**src/rtl/ms_phase_timer.sv**
```systemverilog
// Millisecond phase timer: synchronises the 1 kHz timebase, emits tick_ms,
// runs a loadable/holdable countdown and flags a stalled timebase.
module ms_phase_timer #(
    parameter int SYNC_STAGES    = 2,
    parameter int CNT_W          = 16,
    parameter int TIMEOUT_CYCLES = 150000
) (
    input  logic             clk_100MHz,
    input  logic             rst,
    input  logic             clk_1KHz,
    input  logic             start,
    input  logic [CNT_W-1:0] duration_ms,
    input  logic             hold,
    input  logic             abort,
    output logic             tick_ms,
    output logic             busy,
    output logic             done,
    output logic [CNT_W-1:0] remaining_ms,
    output logic             tick_lost
);
    localparam int WD_W = $clog2(TIMEOUT_CYCLES + 1);
    localparam logic [WD_W-1:0] WD_MAX = WD_W'(TIMEOUT_CYCLES);
    localparam logic [WD_W-1:0] WD_PRE = WD_W'(TIMEOUT_CYCLES - 1);

    typedef enum logic [1:0] {
        S_IDLE = 2'd0,
        S_RUN  = 2'd1,
        S_HOLD = 2'd2
    } state_t;

    logic [SYNC_STAGES-1:0] r_sync;
    logic                   r_prev;
    logic                   r_tick;
    logic [WD_W-1:0]        r_wd;
    logic                   r_lost;

    state_t                 r_state, w_state_nxt;
    logic [CNT_W-1:0]       r_rem, w_rem_nxt;
    logic                   r_done, w_done_nxt;

    logic                   w_sync_out;

    assign w_sync_out = r_sync[SYNC_STAGES-1];

    // Timebase synchroniser and rising-edge detector.
    always_ff @(posedge clk_100MHz) begin
        if (rst) begin
            r_sync <= '0;
            r_prev <= 1'b0;
            r_tick <= 1'b0;
        end else begin
            r_sync[0] <= clk_1KHz;
            for (int i = 1; i < SYNC_STAGES; i++)
                r_sync[i] <= r_sync[i-1];
            r_prev <= w_sync_out;
            r_tick <= w_sync_out & ~r_prev;
        end
    end

    // Watchdog saturates at WD_MAX; tick_lost latches on the cycle it gets there.
    always_ff @(posedge clk_100MHz) begin
        if (rst) begin
            r_wd   <= '0;
            r_lost <= 1'b0;
        end else if (r_tick) begin
            r_wd <= '0;
        end else if (r_wd != WD_MAX) begin
            r_wd <= r_wd + WD_W'(1);
            if (r_wd == WD_PRE)
                r_lost <= 1'b1;
        end
    end

    always_ff @(posedge clk_100MHz) begin
        if (rst) begin
            r_state <= S_IDLE;
            r_rem   <= '0;
            r_done  <= 1'b0;
        end else begin
            r_state <= w_state_nxt;
            r_rem   <= w_rem_nxt;
            r_done  <= w_done_nxt;
        end
    end

    always_comb begin
        w_state_nxt = r_state;
        w_rem_nxt   = r_rem;
        w_done_nxt  = 1'b0;
        if (abort) begin
            // abort outranks start even in IDLE, where it simply changes nothing
            if (r_state != S_IDLE) begin
                w_state_nxt = S_IDLE;
                w_rem_nxt   = '0;
            end
        end else if (start) begin
            if (duration_ms != '0) begin
                w_state_nxt = S_RUN;
                w_rem_nxt   = duration_ms;
            end else begin
                w_state_nxt = S_IDLE;
                w_rem_nxt   = '0;
                w_done_nxt  = 1'b1;
            end
        end else begin
            case (r_state)
                S_RUN: begin
                    if (hold) begin
                        w_state_nxt = S_HOLD;
                    end else if (r_tick) begin
                        if (r_rem > CNT_W'(1)) begin
                            w_rem_nxt = r_rem - CNT_W'(1);
                        end else if (r_rem == CNT_W'(1)) begin
                            w_rem_nxt   = '0;
                            w_done_nxt  = 1'b1;
                            w_state_nxt = S_IDLE;
                        end
                    end
                end
                S_HOLD: begin
                    if (!hold)
                        w_state_nxt = S_RUN;
                end
                default: w_state_nxt = S_IDLE;
            endcase
        end
    end

    assign tick_ms      = r_tick;
    assign busy         = (r_state == S_RUN) || (r_state == S_HOLD);
    assign done         = r_done;
    assign remaining_ms = r_rem;
    assign tick_lost    = r_lost;
endmodule

```
**config.mk**
```make
export PLATFORM = sky130hd
export DESIGN_NAME = ms_phase_timer
export DESIGN_NICKNAME = d
export VERILOG_FILES = /design/src/rtl/ms_phase_timer.sv
export SDC_FILE = /design/constraint.sdc
export NUM_CORES = 1
export LEC_CHECK = 0
export CAP_MARGIN = 10
export CELL_PAD_IN_SITES_DETAIL_PLACEMENT = 2
export CELL_PAD_IN_SITES_GLOBAL_PLACEMENT = 2
export CORE_MARGIN = 2
export CORE_UTILIZATION = 31
export DETAILED_ROUTE_END_ITERATION = 10
export PLACE_DENSITY = 0.89
export SYNTH_ARGS = -nofsm -noshare
export SYNTH_HDL_FRONTEND = slang
export SYNTH_SLANG_ARGS = --single-unit
```
**constraint.sdc**
```tcl
create_clock -name clk_100MHz -period 2.5 [get_ports clk_100MHz]
set_clock_uncertainty 0.15 [all_clocks]
set_input_delay 0.25 -clock clk_100MHz [delete_from_list [all_inputs] [get_ports clk_100MHz]]
set_output_delay 0.25 -clock clk_100MHz [all_outputs]
set_load 0.01 [all_outputs]
```
Word level (Yosys, flattened, before mapping):

Index checks and enable logic that the tools add are counted.

* flip-flop bits (word level): 42
* latch bits: 0
* RAM bits: 0
* ROM bits: 0
* input bits: 22
* output and inout bits: 20
* memories kept: 0

* $add $sub $neg: 2
* multipliers: 0
* divide/modulo/power cells: 0
* order comparisons: 1
* equal/unequal tests: 11
* shift operators: 0
* muxes and demuxes: 26
* bitwise logic cells: 3
* reductions and logical operators: 11

Operators by type and width (count)
* two-way mux 16 bit: 9
* adder 18 x 1 -> 18 bit (second input constant): 1
* == test 18 bit (second input constant): 1
* != test 18 bit (second input constant): 1
* == test 16 x 1 -> 1 bit (second input constant): 1
* greater-than comparator 16 x 1 -> 1 bit (second input constant): 1
* two-way mux 2 bit: 8
* nonzero test 16 bit: 1
* subtractor 16 x 1 -> 16 bit (second input constant): 1
* != test 5 bit (second input constant): 3
* AND reduction 5 bit: 2
* two-way mux 1 bit: 8
* nonzero test 3 bit: 2
* != test 4 bit (second input constant): 1
* case mux 2 bit (2 select lines): 1
* nonzero test 4 bit: 1
* OR reduction 2 bit: 2
* != test 3 x 2 -> 1 bit (second input constant): 1
* AND reduction 3 bit: 1
* == test 2 x 1 -> 1 bit (second input constant): 1
* == test 2 bit (second input constant): 1
* != test 2 x 1 -> 1 bit (second input constant): 1
* inverter 1 bit: 2
* nonzero test 2 bit: 1
* other kinds (2): 2

Logic depth before layout (Yosys ltp):

Gate-level depths: netlist of run 1.

* depth in word-level cells: 8
* depth in mapped cells: 8
* depth with buffers taken out: 7

Worst setup path after synthesis of run 1:

OpenSTA, ideal clock, no wires.

* kind: register to register
* from: register r_rem[1], in the netlist remaining_ms[1]
* to: register r_rem[13], in the netlist remaining_ms[13]
* arrival: 1.827 ns
* path slack: 0.405 ns
* stages on the path, launching flop included: 7
* path buffers: 0
* cell sequence: dfxtp_1 inv_1 ha_1 nor4b_1 a21boi_1 and3b_1 a32o_1

* longest elaborated chain between the ends: 7
* elaborated cells between the ends (all ways): 11
* classes of those cells: 1 x add/sub; 1 x order compare; 1 x eq/ne; 6 x mux; 2 x reduce/logical

Ends and longest elaborated chain
* start: declaration: line 38 `logic [CNT_W-1:0] r_rem, w_rem_nxt;`
* start signal: assignment: line 81 `r_rem <= w_rem_nxt;`
* subtractor 16 x 1 -> 16 bit or greater-than comparator 16 x 1 -> 1 bit (tied branches): line 112, 111
* two-way mux 16 bit: line 111 `if (r_rem > CNT_W'(1)) begin`
* two-way mux 16 bit: line 110 `end else if (r_tick) begin`
* two-way mux 16 bit: line 108 `if (hold) begin`
* two-way mux 16 bit: line 106 `case (r_state)`
* two-way mux 16 bit: line 96 `end else if (start) begin`
* two-way mux 16 bit: line 90 `if (abort) begin`

Parallel ways exist; a longest one is shown, timed or not. The select of a mux whose other input is x is not followed.
A chain may end at the register's enable or synchronous reset.

Worst setup path after layout of run 1:

* from: register r_rem[8], in the netlist remaining_ms[8]
* to: register r_rem[13], in the netlist remaining_ms[13]

Same word-level chain as after synthesis.

==> impl_metrics.env, run 1 <==
export IMPL_outcome="finished clean"
export IMPL_initial_core_util_pct=31.8
export IMPL_nets=369
export IMPL_viasPerCell=5.54
export IMPL_fin_hold_ws_ns=0.244
export IMPL_final_common_cell="dfxtp_1"
export IMPL_grt_max_degree=20
export IMPL_slew_headroom_pct=58.7
export IMPL_io_buffers=41
export IMPL_start_kind="flip-flop"
export IMPL_use_met3_pct=4.07
export IMPL_root_buffer="clkbuf_8"
export IMPL_final_cell_mix="42 x dfxtp_1, 41 x clkdlybuf4s50_1, 30 x nor2_1"
export IMPL_grt_pass1_wl_um=14300
export IMPL_tightest_slew_ns=0.611
export IMPL_fill_cells=863
export IMPL_design_core_area_um2=7650
export IMPL_die_y_um=92.6
export IMPL_ys_ff_latch=42
export IMPL_wirelength_um=8580
export IMPL_dp_hpwl_um=6560
export IMPL_syn_to_final_growth_pct=30.0
export IMPL_num_rows=32
export IMPL_syn_avg_cell_area_um2=8.42
export IMPL_grt_overflow_total=0
export IMPL_drt_pass1_iterations=4
export IMPL_gp_congestion=0.868
export IMPL_netlist_area_um2=2430
export IMPL_p_leak_nw=1.12
export IMPL_num_vias=2455
export IMPL_synthDominantCellAreaShare_pct=34.6
export IMPL_crit_arrival_ns=2.42
export IMPL_cts_resized=0
export IMPL_clk_pin_slew_worst_paths_ns=0.09
export IMPL_antennaDiodeCount=0
export IMPL_synth_area_leaders="dfxtp_1 35%, xnor2_1 4.7%, nor2_1 4.6%, ha_1 3.6%, nand4_1 2.8%"
export IMPL_synth_distinct_cells=60
export IMPL_hold_class="flip-flop to flip-flop"
export IMPL_period_share_pct=94.8
export IMPL_grt_met1_usage_pct=27.5
export IMPL_die_width_um=92.6
export IMPL_cts_made_buffers=5
export IMPL_top_usage_layer="met2"
export IMPL_cp_end_kind="flip-flop"
export IMPL_ir_worst_vdd_uv=288
export IMPL_path_max_fanout=9
export IMPL_hold_viol=0
export IMPL_ant_nets=0
export IMPL_cts_max_level=2
export IMPL_first_iter_violations=83
export IMPL_die_area_um2=8570
export IMPL_crit_type="flip-flop to flip-flop"
export IMPL_clkSinkCount=42
export IMPL_fin_tns_setup_ns=0
export IMPL_cts_setup_buffers=0
export IMPL_ios=42
export IMPL_cts_tree="built"
export IMPL_grt_use_met2_pct=36.3
export IMPL_wire_per_inst_um=19.4
export IMPL_clkLatencyLatePin_ns=0.31
export IMPL_drv_slew=0
export IMPL_ys_flop_type="dfxtp_1"
export IMPL_hold_buffers=0
export IMPL_power_density_nw_per_um2=633
export IMPL_syn_inst=289
export IMPL_drive_above_1_share_pct=10.6
export IMPL_timing_fmax_mhz=422
export IMPL_grt_usage_pct=21.3
export IMPL_antenna_found_initial=0
export IMPL_cap_violations=0
export IMPL_synth_top_cell_by_area="dfxtp_1"
export IMPL_final_util_pct=41.3
export IMPL_period_needed_ns=2.37
export IMPL_syn_nets=318
export IMPL_cts_path_max_buffers=2
export IMPL_drc_errors=0
export IMPL_rsz0062_at_grt="no"
export IMPL_setup_violations=0
export IMPL_grt_pass1_vias=2706
export IMPL_synth_edff_count=0
export IMPL_synth_seq_area_share_pct=34.6
export IMPL_yosysWarnings=0
export IMPL_synth_async_sr_flop_share_pct=0
export IMPL_required_ns=2.55
## power by group
part	switching, mW	internal (mW)
Clock	0.268	0.401
Sequential	0.0548	0.700
Combinational	0.319	0.259
Total	0.641	1.36
## worst paths after layout
path,startpoint,end,slack [ns],cells past startpoint
max,remaining_ms[8]$_SDFFE_PP0P_,remaining_ms[13]$_SDFFE_PP0P_,0.13,5
min,r_prev$_SDFF_PP0_,tick_ms$_SDFF_PP0_,0.24,1
max reg2reg,remaining_ms[8]$_SDFFE_PP0P_,remaining_ms[13]$_SDFFE_PP0P_,0.13,5
min reg2reg,r_prev$_SDFF_PP0_,tick_ms$_SDFF_PP0_,0.24,1
## worst max-delay path, stage by stage, from the launching register on
cell     delay, ns
dfxtp_1       0.41
nor4_4        0.64
nand4_2       0.27
nor3_2        0.26
and3b_1       0.25
a32o_1        0.28
## stage by stage
step	area (um2)	setup WS (ns)	total power, mW	cells
after floorplan	2430	0.405	1.10	289
after global placement	3020	0.129	1.31	435
after detailed placement	3020	0.00653	1.34	435
after CTS	3160	0.139	2.01	443
after global routing	3160	0.0227	2.09	443
final	3160	0.130	2.00	443
## cell type report
cell class	count	area [um2]	area share, %
multi-input cells	223	1500	47.3
clock inverters	3	68.8	2.18
well taps	102	128	4.04
repair buffers	54	508	16.1
inverters	14	52.6	1.66
flip-flops and latches	42	841	26.6
clock buffers	5	68.8	2.18
## synthesized netlist by cell type (2+ instances only)
cell	number
dfxtp_1	42
nor2_1	30
nand2_1	17
inv_1	14
nand3_1	13
xnor2_1	13
nand4_1	11
nor3_1	11
a21oi_1	10
clkbuf_1	7
ha_1	7
o21ai_0	7
nand2b_1	6
nor2b_1	6
or3_1	6
nor4_1	5
o21ai_1	5
xor2_1	5
a22o_1	4
a22oi_1	4
and3_1	4
o31ai_1	4
a21boi_1	3
a31oi_1	3
mux2i_1	3
nand3b_1	3
o211ai_1	3
o31a_1	3
or4_1	3
a32oi_1	2
buf_2	2
nor3_2	2
nor4_2	2
nor4bb_1	2
o22ai_1	2
## flip-flops by register name, summed over array words and instances (netlist names)
| name | flops |
|---|---|
| done | 1 |
| r_prev | 1 |
| r_state | 2 |
| r_sync | 2 |
| r_wd | 18 |
| remaining_ms | 16 |
| tick_lost | 1 |
| tick_ms | 1 |
## cells by family after synthesis
family	Yosys count	synth area share (%)
and+or+nand+nor	133	31.5
AOI/OAI and AO/OA	62	18.7
DFF	42	34.6
buffers and inverters	24	3.96
xor gates and xnor gates	18	6.48
adders and majority gates	7	3.60
muxes	3	1.23
## routing by layer
layer	part of all wire, %	vias to the layer above
met3	3.8	10
li1	-	1165
met2	49	59
met5	0	-
met4	1.2	0
met1	46	1221
Power figures use the tool's default switching activity.
==> run 2: changes to the inputs <==
--- a/config.mk
+++ b/config.mk
@@ -12,6 +12,7 @@
 export CORE_UTILIZATION = 31
 export DETAILED_ROUTE_END_ITERATION = 10
 export PLACE_DENSITY = 0.89
+export RECOVER_POWER = 25
 export SYNTH_ARGS = -nofsm -noshare
 export SYNTH_HDL_FRONTEND = slang
 export SYNTH_SLANG_ARGS = --single-unit
==> impl_metrics.env, run 2 (same netlist as run 1, synthesis figures left out) <==
export IMPL_drt_pass1_iterations=4
export IMPL_cts_resized=0
export IMPL_timing_fmax_mhz=420
export IMPL_pwr_share_clk_pct=33.4
export IMPL_path_max_fanout=9
export IMPL_switching_power_uw=641
export IMPL_cts_setup_buffers=0
export IMPL_wire_per_inst_um=19.4
export IMPL_finalPower_mw=2.00
export IMPL_hold_class="flip-flop to flip-flop"
export IMPL_start_kind="flip-flop"
export IMPL_nets=369
export IMPL_io_buffers=41
export IMPL_crit_arrival_ns=2.43
export IMPL_cap_violations=0
export IMPL_antenna_found_initial=0
export IMPL_die_width_um=92.6
export IMPL_power_density_nw_per_um2=633
export IMPL_sequentialPowerShare_pct=37.8
export IMPL_grt_max_degree=20
export IMPL_grt_pass1_wl_um=14300
export IMPL_fin_tns_setup_ns=0
export IMPL_viasPerCell=5.56
export IMPL_grt_usage_pct=21.3
export IMPL_setup_violations=0
export IMPL_hold_buffers=0
export IMPL_tightest_slew_ns=1.00
export IMPL_fin_hold_ws_ns=0.243
export IMPL_pwr_share_comb_pct=28.7
export IMPL_rsz0062_at_grt="no"
export IMPL_regMostFlops="r_wd"
export IMPL_initial_core_util_pct=31.8
export IMPL_gp_congestion=0.868
export IMPL_drc_errors=0
export IMPL_grt_pass1_vias=2706
export IMPL_clkSinkCount=42
export IMPL_hold_viol=0
export IMPL_crit_type="flip-flop to flip-flop"
export IMPL_largest_reg_flops=18
export IMPL_num_vias=2464
export IMPL_root_buffer="clkbuf_8"
export IMPL_ios=42
export IMPL_swShare_pct=32.1
export IMPL_layout_setup_ws_ns=0.118
export IMPL_antennaDiodeCount=0
export IMPL_final_cell_mix="42 x dfxtp_1, 33 x clkdlybuf4s50_1, 30 x nor2_1"
export IMPL_p_leak_nw=1.13
export IMPL_clkLatencyLatePin_ns=0.31
export IMPL_wirelength_um=8570
export IMPL_period_needed_ns=2.38
export IMPL_cts_made_buffers=5
export IMPL_final_common_cell="dfxtp_1"
export IMPL_syn_to_final_growth_pct=29.7
export IMPL_first_iter_violations=83
export IMPL_grt_overflow_total=0
export IMPL_cts_tree="built"
export IMPL_drv_slew=0
export IMPL_required_ns=2.55
export IMPL_ir_worst_vdd_uv=288
export IMPL_clk_pin_slew_worst_paths_ns=0.09
export IMPL_cts_path_max_buffers=2
export IMPL_drive_above_1_share_pct=9.68
export IMPL_dp_hpwl_um=6560
export IMPL_die_y_um=92.6
export IMPL_design_core_area_um2=7650
export IMPL_die_area_um2=8570
export IMPL_cp_end_kind="flip-flop"
export IMPL_outcome="finished clean"
export IMPL_ant_nets=0
export IMPL_num_rows=32
export IMPL_period_share_pct=95.3
export IMPL_cts_max_level=2
export IMPL_slew_headroom_pct=33.4
export IMPL_internal_power_mw=1.36
export IMPL_dp_slack_ns=0.00653
[run 2: path summary, 6_finish.rpt]
kind         cells after the start                       endpoint  slack (ns)                         start
min                              1             tick_ms$_SDFF_PP0_        0.24             r_prev$_SDFF_PP0_
max                              5  remaining_ms[13]$_SDFFE_PP0P_        0.12  remaining_ms[8]$_SDFFE_PP0P_
min reg2reg                      1             tick_ms$_SDFF_PP0_        0.24             r_prev$_SDFF_PP0_
max reg2reg                      5  remaining_ms[13]$_SDFFE_PP0P_        0.12  remaining_ms[8]$_SDFFE_PP0P_
[run 2: cell type report]
class | count | area (um2)
clock buffer | 5 | 68.8
fill | 864 | 4490
clock inverter | 3 | 68.8
sequential | 42 | 841
multi-input combinational | 223 | 1500
timing repair buffer | 54 | 500
inverter | 14 | 52.6
tap | 102 | 128
[run 2: critical path: stages, from the launching register on]
cell,delay [ns]
dfxtp_1,0.42
nor4_4,0.64
nand4_2,0.28
nor3_2,0.26
and3b_1,0.25
a32o_1,0.28
[run 2: metrics by stage]
stage,instances,instance area [um2],utilization (%)
floorplan,289,2430,-
global placement,435,3020,39.5
detailed placement,435,3020,39.5
CTS,443,3160,41.3
global route,443,3150,41.2
finish,443,3150,41.2
[run 2: routing by layer]
layer  track usage (%)  routed length [um]  vias up
met4              5.47                  99        0
met3              4.07                 315       10
met2              36.3                4210       63
met1              27.5                3950     1226
li1                  -                   -     1165
met5                 0                   0        -
[run 2: power by group through the flow]
stage               clock network, mW  logic [mW]  registers (mW)
CTS                             0.681       0.575           0.755
finish                          0.667       0.574           0.755
global placement                    0       0.544           0.766
detailed placement                  0       0.568           0.769
floorplan                           0       0.333           0.765
global route                    0.704       0.624           0.761
==> run 3: changes to the inputs <==
--- a/config.mk
+++ b/config.mk
@@ -10,6 +10,7 @@
 export CELL_PAD_IN_SITES_GLOBAL_PLACEMENT = 2
 export CORE_MARGIN = 2
 export CORE_UTILIZATION = 31
+export CTS_CLUSTER_DIAMETER = 120
 export DETAILED_ROUTE_END_ITERATION = 10
 export PLACE_DENSITY = 0.89
 export RECOVER_POWER = 25
==> results of run 3 <==
The final DEF is identical to that of run 2; final timing and power are the same.
